**src/rtl/ifetch_buffer.sv**
```systemverilog
// ifetch_buffer: single-outstanding instruction fetch with a show-ahead FIFO of {instr, pc, fault} for decode
// Ports: clk/reset (sync, active-high); pc_addr in, pc_advance out (PC stage);
//        imem_req/imem_addr out, imem_ack/imem_rdata in (instruction memory);
//        flush in (redirect); dec_valid/dec_instr/dec_pc/dec_fault out, dec_ready in; fifo_count out.
// Optional IFB_MISALIGN_CHECK_EN: a misaligned PC queues a fault entry and halts fetch until flush.
module ifetch_buffer #(
    parameter int DEPTH = 2
) (
    input  logic                       clk,
    input  logic                       reset,
    input  logic [31:0]                pc_addr,
    output logic                       pc_advance,
    output logic                       imem_req,
    output logic [31:0]                imem_addr,
    input  logic                       imem_ack,
    input  logic [31:0]                imem_rdata,
    input  logic                       flush,
    output logic                       dec_valid,
    input  logic                       dec_ready,
    output logic [31:0]                dec_instr,
    output logic [31:0]                dec_pc,
    output logic                       dec_fault,
    output logic [$clog2(DEPTH+1)-1:0] fifo_count
);
    localparam int AW = $clog2(DEPTH);
    localparam int CW = $clog2(DEPTH + 1);
    typedef enum logic [1:0] {IDLE, REQ, DROP, HALT} state_t;
    state_t state;
    logic [31:0] instr_q [DEPTH];
    logic [31:0] pc_q [DEPTH];
    logic [AW-1:0] wr_ptr, rd_ptr;
    logic [CW-1:0] count;
    logic free, ack_push, flt_push, push, pop;
    assign free = count != CW'(DEPTH);
    assign ack_push = state == REQ && imem_ack && !flush;
    assign push = ack_push || flt_push;
    assign dec_valid = count != '0 && !flush;
    assign pop = dec_valid && dec_ready;
    assign pc_advance = ack_push;
    assign imem_req = state == REQ || state == DROP;
    assign fifo_count = count;
    assign dec_instr = instr_q[rd_ptr];
    assign dec_pc = pc_q[rd_ptr];
`ifdef IFB_MISALIGN_CHECK_EN
    logic [DEPTH-1:0] fault_q;
    assign flt_push = state == IDLE && !flush && free && pc_addr[1:0] != 2'b00;
    assign dec_fault = fault_q[rd_ptr];
    always_ff @(posedge clk) begin
        if (reset)
            fault_q <= '0;
        else if (push)
            fault_q[wr_ptr] <= flt_push;
    end
`else
    assign flt_push = 1'b0;
    assign dec_fault = 1'b0;
`endif
    always_ff @(posedge clk) begin
        if (reset) begin
            state <= IDLE;
            imem_addr <= '0;
            wr_ptr <= '0;
            rd_ptr <= '0;
            count <= '0;
            for (int i = 0; i < DEPTH; i++) begin
                instr_q[i] <= '0;
                pc_q[i] <= '0;
            end
        end else begin
            if (push) begin
                instr_q[wr_ptr] <= flt_push ? 32'h0 : imem_rdata;
                pc_q[wr_ptr] <= flt_push ? pc_addr : imem_addr;
            end
            if (flush) begin
                wr_ptr <= '0;
                rd_ptr <= '0;
                count <= '0;
            end else begin
                if (push)
                    wr_ptr <= wr_ptr + 1'b1;
                if (pop)
                    rd_ptr <= rd_ptr + 1'b1;
                if (push != pop)
                    count <= push ? count + 1'b1 : count - 1'b1;
            end
            case (state)
                IDLE:
                    if (flt_push)
                        state <= HALT;
                    else if (!flush && free) begin
                        imem_addr <= pc_addr;
                        state <= REQ;
                    end
                // a flushed request must still see its ack before the bus is free again
                REQ:  state <= imem_ack ? IDLE : (flush ? DROP : REQ);
                DROP: state <= imem_ack ? IDLE : DROP;
                HALT: state <= flush ? IDLE : HALT;
            endcase
        end
    end
endmodule

```
**config.mk**
```make
export PLATFORM = sky130hd
export DESIGN_NAME = ifetch_buffer
export DESIGN_NICKNAME = d
export VERILOG_FILES = /design/src/rtl/ifetch_buffer.sv
export SDC_FILE = /design/constraint.sdc
export NUM_CORES = 1
export LEC_CHECK = 0
export BUFFER_PORTS_ARGS = -buffer_cell sky130_fd_sc_hd__buf_2
export CAP_MARGIN = 10
export CORE_MARGIN = 2
export CORE_UTILIZATION = 32
export DETAILED_ROUTE_END_ITERATION = 10
export GPL_TIMING_DRIVEN = 0
export SYNTH_ARGS = -nofsm -noshare
export SYNTH_HDL_FRONTEND = slang
export SYNTH_SLANG_ARGS = --single-unit
```
**constraint.sdc**
```tcl
create_clock -name clk -period 3 [get_ports clk]
set_clock_uncertainty 0.1 [all_clocks]
set_input_delay 0.45 -clock clk [delete_from_list [all_inputs] [get_ports clk]]
set_output_delay 0.45 -clock clk [all_outputs]
set_load 0.02 [all_outputs]
```
## Word-level counts from Yosys, hierarchy flattened

Memories as Yosys holds them, arrays and structs flattened. A register that Yosys moved wholly into a read port is not among the register bits.
Index checks and enable logic that the tools add are counted.

- Bits in registers: 38
- Bits in latches: 0
- Memory bits (writable): 128
- Memory bits (read-only): 0
- Bits of input ports: 69
- Logic and storage cells: 52
- Memories: 2

Memory list:

| memory | words | width | read ports | clocked after Yosys merged registers in | write ports | line | text |
|---|---|---|---|---|---|---|---|
| instr_q | 2 | 32 | 1 | 1 | 2 | 29 | `logic [31:0] instr_q [DEPTH];` |
| pc_q | 2 | 32 | 1 | 1 | 2 | 30 | `logic [31:0] pc_q [DEPTH];` |

- $add $sub $neg: 4
- Multipliers: 0
- Divide/modulo/power cells: 0
- Order comparisons: 0
- Eq/ne operators: 6
- Shifts and indexed selects: 0
- Mux-type cells: 22
- Bitwise logic cells: 0
- Reductions and logical operators: 13

Operators with widths:

| kind | count |
|---|---|
| 2-to-1 mux 32 bit | 2 |
| OR reduction 32 bit | 2 |
| 2-to-1 mux 1 bit | 13 |
| 2-to-1 mux 2 bit | 6 |
| case mux 2 bit (4 select lines) | 1 |
| logical AND 1 bit | 5 |
| equality test 2 bit, second input constant | 2 |
| inequality test 2 bit, second input constant | 2 |
| adder 1 bit, second input constant | 2 |
| adder 2 x 1 -> 2 bit, second input constant | 1 |
| equality test 2 x 1 -> 1 bit, second input constant | 1 |
| logical NOT 2 bit | 1 |
| AND reduction 2 bit | 1 |
| nonzero test 2 bit | 1 |
| OR reduction 2 bit | 1 |
| subtractor 2 x 1 -> 2 bit, second input constant | 1 |
| logical NOT 1 bit | 1 |
| logical OR 1 bit | 1 |
| inequality test 1 bit | 1 |

## Depth between registers and ports, before layout

Gate-level depths: netlist of the first run.

- Depth after elaboration: 8
- Mapped depth: 7

## Worst setup path after synthesis of the first run

OpenSTA, ideal clock, no wires.

- Path kind: register to register
- Start: register state[1]
- End: memory instr_q[0][0], enable pin
- Arrival: 2381 ps
- Path slack: 99 ps
- Cell stages (with the launch flop): 6
- Cell sequence: dfxtp_1 > inv_1 > ha_1 > nand3b_1 > inv_1 > a21o_1

RTL lines:

| item | line | text |
|---|---|---|
| from (decl) | 28 | `state_t state;` |
| from (signal assigned) | 95 | `REQ: state <= imem_ack ? IDLE : (flush ? DROP : REQ);` |
| from (signal assigned) | 96 | `DROP: state <= imem_ack ? IDLE : DROP;` |
| from (signal assigned) | 97 | `HALT: state <= flush ? IDLE : HALT;` |
| to (decl) | 29 |  |

==> results of run 1 <==
## critical path, stage by stage, from the launching register on
cell and delay (ps):
dfxtp_1 740, buf_2 400, mux2_2 410, buf_2 170
## final cells by class
| class | count | area [um^2] |
|---|---|---|
| buffer | 46 | 208 |
| clock buffer | 22 | 485 |
| clock inverter | 10 | 92.6 |
| fill | 2194 | 13300 |
| inverter | 9 | 33.8 |
| multi-input combinational | 330 | 2460 |
| sequential | 167 | 4620 |
| tap | 285 | 357 |
| timing repair buffer | 171 | 901 |
## metrics by stage
| step | setup TNS [ps] | total power [uW] | worst slack (ps) | hold WS [ps] | instance area [um^2] |
|---|---|---|---|---|---|
| 6_report | 0 | 5300 | 300 | 179 | 9160 |
| 5_1_grt | 0 | 5500 | 177 | 155 | 9160 |
| 4_1_cts | 0 | 5360 | 32.0 | 160 | 9160 |
| 3_5_place_dp | 0 | 3210 | 506 | 386 | 8580 |
| 3_3_place_gp | -110070 | 3200 | -868 | 377 | 8510 |
| 2_1_floorplan | 0 | 2990 | 98.9 | 380 | 7310 |
## metal layers
| metal | GRT usage, % | wire (um) |
|---|---|---|
| met3 | 3.84 | 1070 |
| met2 | 23.4 | 8390 |
| met4 | 4.37 | 253 |
| met5 | 0 | 0 |
| met1 | 20.3 | 8080 |
## synthesized netlist by cell type (2+ instances only)
cell type  instances
nand2b_1           2
o21ai_0            3
mux2_2            64
a21o_1             3
dfxtp_1           39
edfxtp_1         128
nor2_1             3
nand4_1           33
clkinv_1           2
inv_1              7
buf_2             13
ha_1               5
clkbuf_2          12
nor3_4             2
nor2b_1            2
and2_1           128
a21oi_1           36
clkbuf_1          20
nand3b_1           2
o31ai_1           32
## flip-flops by register name, indices dropped and copies added (netlist names), named ones only
register	flops
fifo_count	2
rd_ptr	1
pc_q	64
state	2
imem_addr	32
wr_ptr	1
instr_q	64
## power breakdown
part / switching (uW) / internal, uW
sequential: 50.6 / 2590
combinational: 329 / 183
clock: 900 / 1240
## cell families after synthesis
family	after synthesis
flops	167
xor+xnor	1
other cells	1
buf+inv	56
simple gates	177
compound gates	82
fa+ha+maj	5
mux	64
## worst paths after layout
kind,to,cells after the start
min,imem_addr[25]$_SDFFE_PP0P_,3
max reg2reg,instr_q[0][13]$_SDFFCE_PN0P_,6
min reg2reg,imem_addr[17]$_SDFFE_PP0P_,2
max,dec_pc[16],3
==> results.tsv, run 1 <==
metric	value	unit
outcome	finished clean	
hold_start	pc_addr[25]	
vias	4921	
endpoint_kind	output pin	
gp_congestion	0.784	
final_common_cell	buf_2	
cts_tree	built	
grt_pass1_wl	27100	um
synth_xor_area_share	0.120	%
grt_usage	14.9	%
ys.flop_type	edfxtp_1	
ctsLongestPathBuffers	2	
synth_fa_ha_area_share	0.856	%
synthesis.area	0.00731	mm^2
crit_fanout	10	
setup_viol	0	
start_kind	register	
final_cell_mix	182 x buf_2, 128 x and2_1, 128 x edfxtp_1, 64 x mux2_2, 39 x dfxtp_1	
hold_viol	0	
dp_hpwl	12300	um
cts_made_buffers	17	
clock.fmax	370	MHz
cts_sinks	167	
powerDensity	579	mW/mm^2
utilization	40.7	%
area_growth	25.3	%
die_x	155	um
clk_latency	420	ps
synthSimpleGateAreaFrac	15.3	%
seq_area_frac_synth	63.2	%
wl_per_cell	17.1	um
fp.dieH	155	um
peakVddDrop	0.000345	V
netlist_instances	553	
worst_slew_pin_slew	697	ps
netlist_top_cells_area	edfxtp_1 53%, and2_1 11%, dfxtp_1 11%, mux2_2 9.9%, o31ai_1 3.3%	
rrSetupSlack	770	ps
drv_cap	0	
synth_seq_cells	167	
yosys.cell_types.count	37	
synthMuxAreaShare	9.86	%
grt_antenna_before_repair	0	
syn_nets	627	
htreeDepth	4	
yosysTopAreaCellShare	52.6	%
core	0.0225	mm^2
fp-row-count	55	
p_leak	0.00385	uW
floorplan.initialDensity	32.5	%
post_cts.repair.setup_buffers	0	
critPathKind	reg -> out	
min_period	2700	ps
max-slew-margin-rel	53.4	%
synth-compound-area-share	7.20	%
synthArstFlopShare	0	%
vias_per_cell	4.73	
fin_crit_sh	90.0	%
remaining_drc_errors	0	
cp.arrival	2150	ps
reg2reg_from	state[1]$_SDFFE_PP0P_	
report.final.slew_viol_count	0	
dp_cells	1009	
post_cts_resized	0	
hp-class	in -> reg	
grt_pass1_vias	4810	
wirelength	17800	um
portBuffers	169	
cts_root_buf	clkbuf_16	
avgSynthCellArea	13.2	um^2
fin_nets	816	
synth_enable_flop_cells	128	
ctsHoldBuffers	0	
synth_top_family_by_area	simple AND/OR/NAND/NOR gates	
rsz0062_at_grt	no	
grt-ovfl-total	0	
drive_gt1_share	39.2	%
ant_nets	0	
clk_pin_slew	70	ps
fin_cells	1040	
first_iter_violations	214	
first_pass_iters	4	
synth_top_area_cell	edfxtp_1	
antennaDiodeCount	0	
yosysWarnings	0	
pin_count	171	
required	2450	ps
grt_max_degree	45	
die_area	0.0241	mm^2
No activity file was read; power rests on OpenSTA's default activity.
==> run 2, diff against run 1 <==
--- a/config.mk
+++ b/config.mk
@@ -11,6 +11,7 @@
 export CORE_UTILIZATION = 32
 export DETAILED_ROUTE_END_ITERATION = 10
 export GPL_TIMING_DRIVEN = 0
+export PLACE_DENSITY = 0.62
 export SYNTH_ARGS = -nofsm -noshare
 export SYNTH_HDL_FRONTEND = slang
 export SYNTH_SLANG_ARGS = --single-unit
==> run 2 against run 1 <==
  * Global-route usage is 0.13 points lower
  * Via count fell by 0.73%
  * Setup slack better by 23 ps
  * Die area did not move
  * Worst hold slack improved by 2.9 ps
  * Combinational power is 1% lower
  * Sequential share of layout area shrank 0.069 points
  * Clock power up 6%
==> results.tsv, run 2 (synthesized netlist as in run 1, its figures left out) <==
metric	value	unit
worstPathCellList	buf_2, mux2_2, buf_2	
final_common_cell	buf_2	
ff2ff_path_depth	5	
multi_input_area	0.00246	mm^2
vias_per_cell	4.70	
first_iter_violations	297	
fp.dieH	155	um
grt_max_degree	65	
first_pass_iters	4	
min_period	2680	ps
required	2450	ps
dp_hpwl	12100	um
vias	4885	
hold_slack	182	ps
grt-ovfl-total	0	
antennaDiodeCount	0	
hold_viol	0	
rrSetupSlack	650	ps
fin_nets	815	
fillerInstances	2163	
cp.arrival	2130	ps
grt_antenna_before_repair	0	
critPathMaxStageDelay	740	ps
final_cell_mix	182 x buf_2, 128 x and2_1, 128 x edfxtp_1, 64 x mux2_2, 39 x dfxtp_1	
utilization	40.8	%
fin_cells	1039	
dp_cells	1008	
area_growth	25.4	%
path_buf_inv	2	
clock.fmax	374	MHz
cts_sinks	167	
drv_cap	0	
p_leak	0.00385	uW
cts_root_buf	clkbuf_16	
wl_per_cell	17.3	um
critPathKind	reg -> out	
die_x	155	um
portBuffers	169	
wirelength	17900	um
core	0.0225	mm^2
report.final.slew_viol_count	0	
max-slew-margin-rel	41.0	%
critPathSlowestCell	dfxtp_1	
floorplan.initialDensity	32.5	%
outcome	finished clean	
pin_count	171	
regArea	0.00462	mm^2
cts_tree	built	
holdPathEnd	imem_addr[11]$_SDFFE_PP0P_	
gp_congestion	0.783	
peakVddDrop	0.000286	V
hp-class	in -> reg	
post_cts_resized	0	
setup_viol	0	
endpoint_kind	output pin	
crit_fanout	10	
post_cts.repair.setup_buffers	0	
hold_start	pc_addr[11]	
ctsLongestPathBuffers	2	
cpMostUsedCell	buf_2	
worst_slew_pin_slew	885	ps
powerDensity	590	mW/mm^2
tns	0	ps
reg2reg_from	state[1]$_SDFFE_PP0P_	
ant_nets	0	
fp-row-count	55	
total_power	5420	uW
critPathTopFamily	flip-flops	
r2r-end	instr_q[1][17]$_SDFFCE_PN0P_	
whs_path_depth	3	
cts_made_buffers	17	
grt_usage	14.8	%
start_kind	register	
rsz0062_at_grt	no	
fin_crit_sh	89.2	%
ctsHoldBuffers	0	
grt_pass1_wl	26800	um
remaining_drc_errors	0	
clk_pin_slew	70	ps
die_area	0.0241	mm^2
htreeDepth	4	
grt_pass1_vias	4706	
clk_latency	420	ps
largestRegisters	instr_q x64, pc_q x64, imem_addr x32	
drive_gt1_share	39.4	%
## run 2: cell count changes in the layout (fill, tap and decap cells not counted), sizes merged
cell / previous run / this run
clkbuf: 53 / 51
clkinv: 7 / 6
inv: 11 / 13
clkinvlp: 0 / 1
buf: 186 / 185
## run 2: worst max-delay path by stage
stage | start | endpoint | slack [ps] | cells past startpoint
after floorplan | state[1]$_SDFFE_PP0P_ | instr_q[0][0]$_SDFFCE_PN0P_ | 100 | 5
after global placement | state[1]$_SDFFE_PP0P_ | instr_q[0][8]$_SDFFCE_PN0P_ | -840 | 5
after detailed placement | register | dec_pc[23] | 530 | 4
after CTS | register | dec_pc[23] | 60 | 4
after global routing | register | dec_pc[16] | 190 | 3
final | register | dec_pc[15] | 320 | 3
## run 2: layout make-up
cell class	count	share of cell area [%]
Timing Repair Buffer	170	9.52
Tap cell	285	3.89
Multi-Input combinational cell	330	26.8
Inverter	9	0.368
Buffer	46	2.26
Clock buffer	20	5.33
Sequential cell	167	50.4
Clock inverter	12	1.41
## run 2: worst register-to-register path, cell delays in order (launching register included)
cell	delay, ps
dfxtp_1	330
inv_1	120
ha_1	220
nand3b_1	150
inv_1	250
a21o_4	730
## run 2: metal layers
metal / vias up / GRT usage (%) / wire [um]
met2: 140 / 23.4 / 8420
li1: 2394 / - / -
met1: 2341 / 20.0 / 8400
met4: 0 / 4.59 / 157
met5: - / 0 / 0
met3: 10 / 3.70 / 949
## run 2: report_power, final
group	total (uW)	internal (uW)	leakage [uW]	switching, uW
logic	505	179	0.00190	326
clock network	2270	1290	0.000304	972
registers	2640	2590	0.00165	51.5
total	5420	4070	0.00385	1350
## run 2: metrics by stage
step	instance area (um^2)	setup WS [ps]
CTS	9180	60.2
global placement	8510	-841
detailed placement	8560	530
floorplan	7310	98.9
finish	9170	323
global route	9170	194
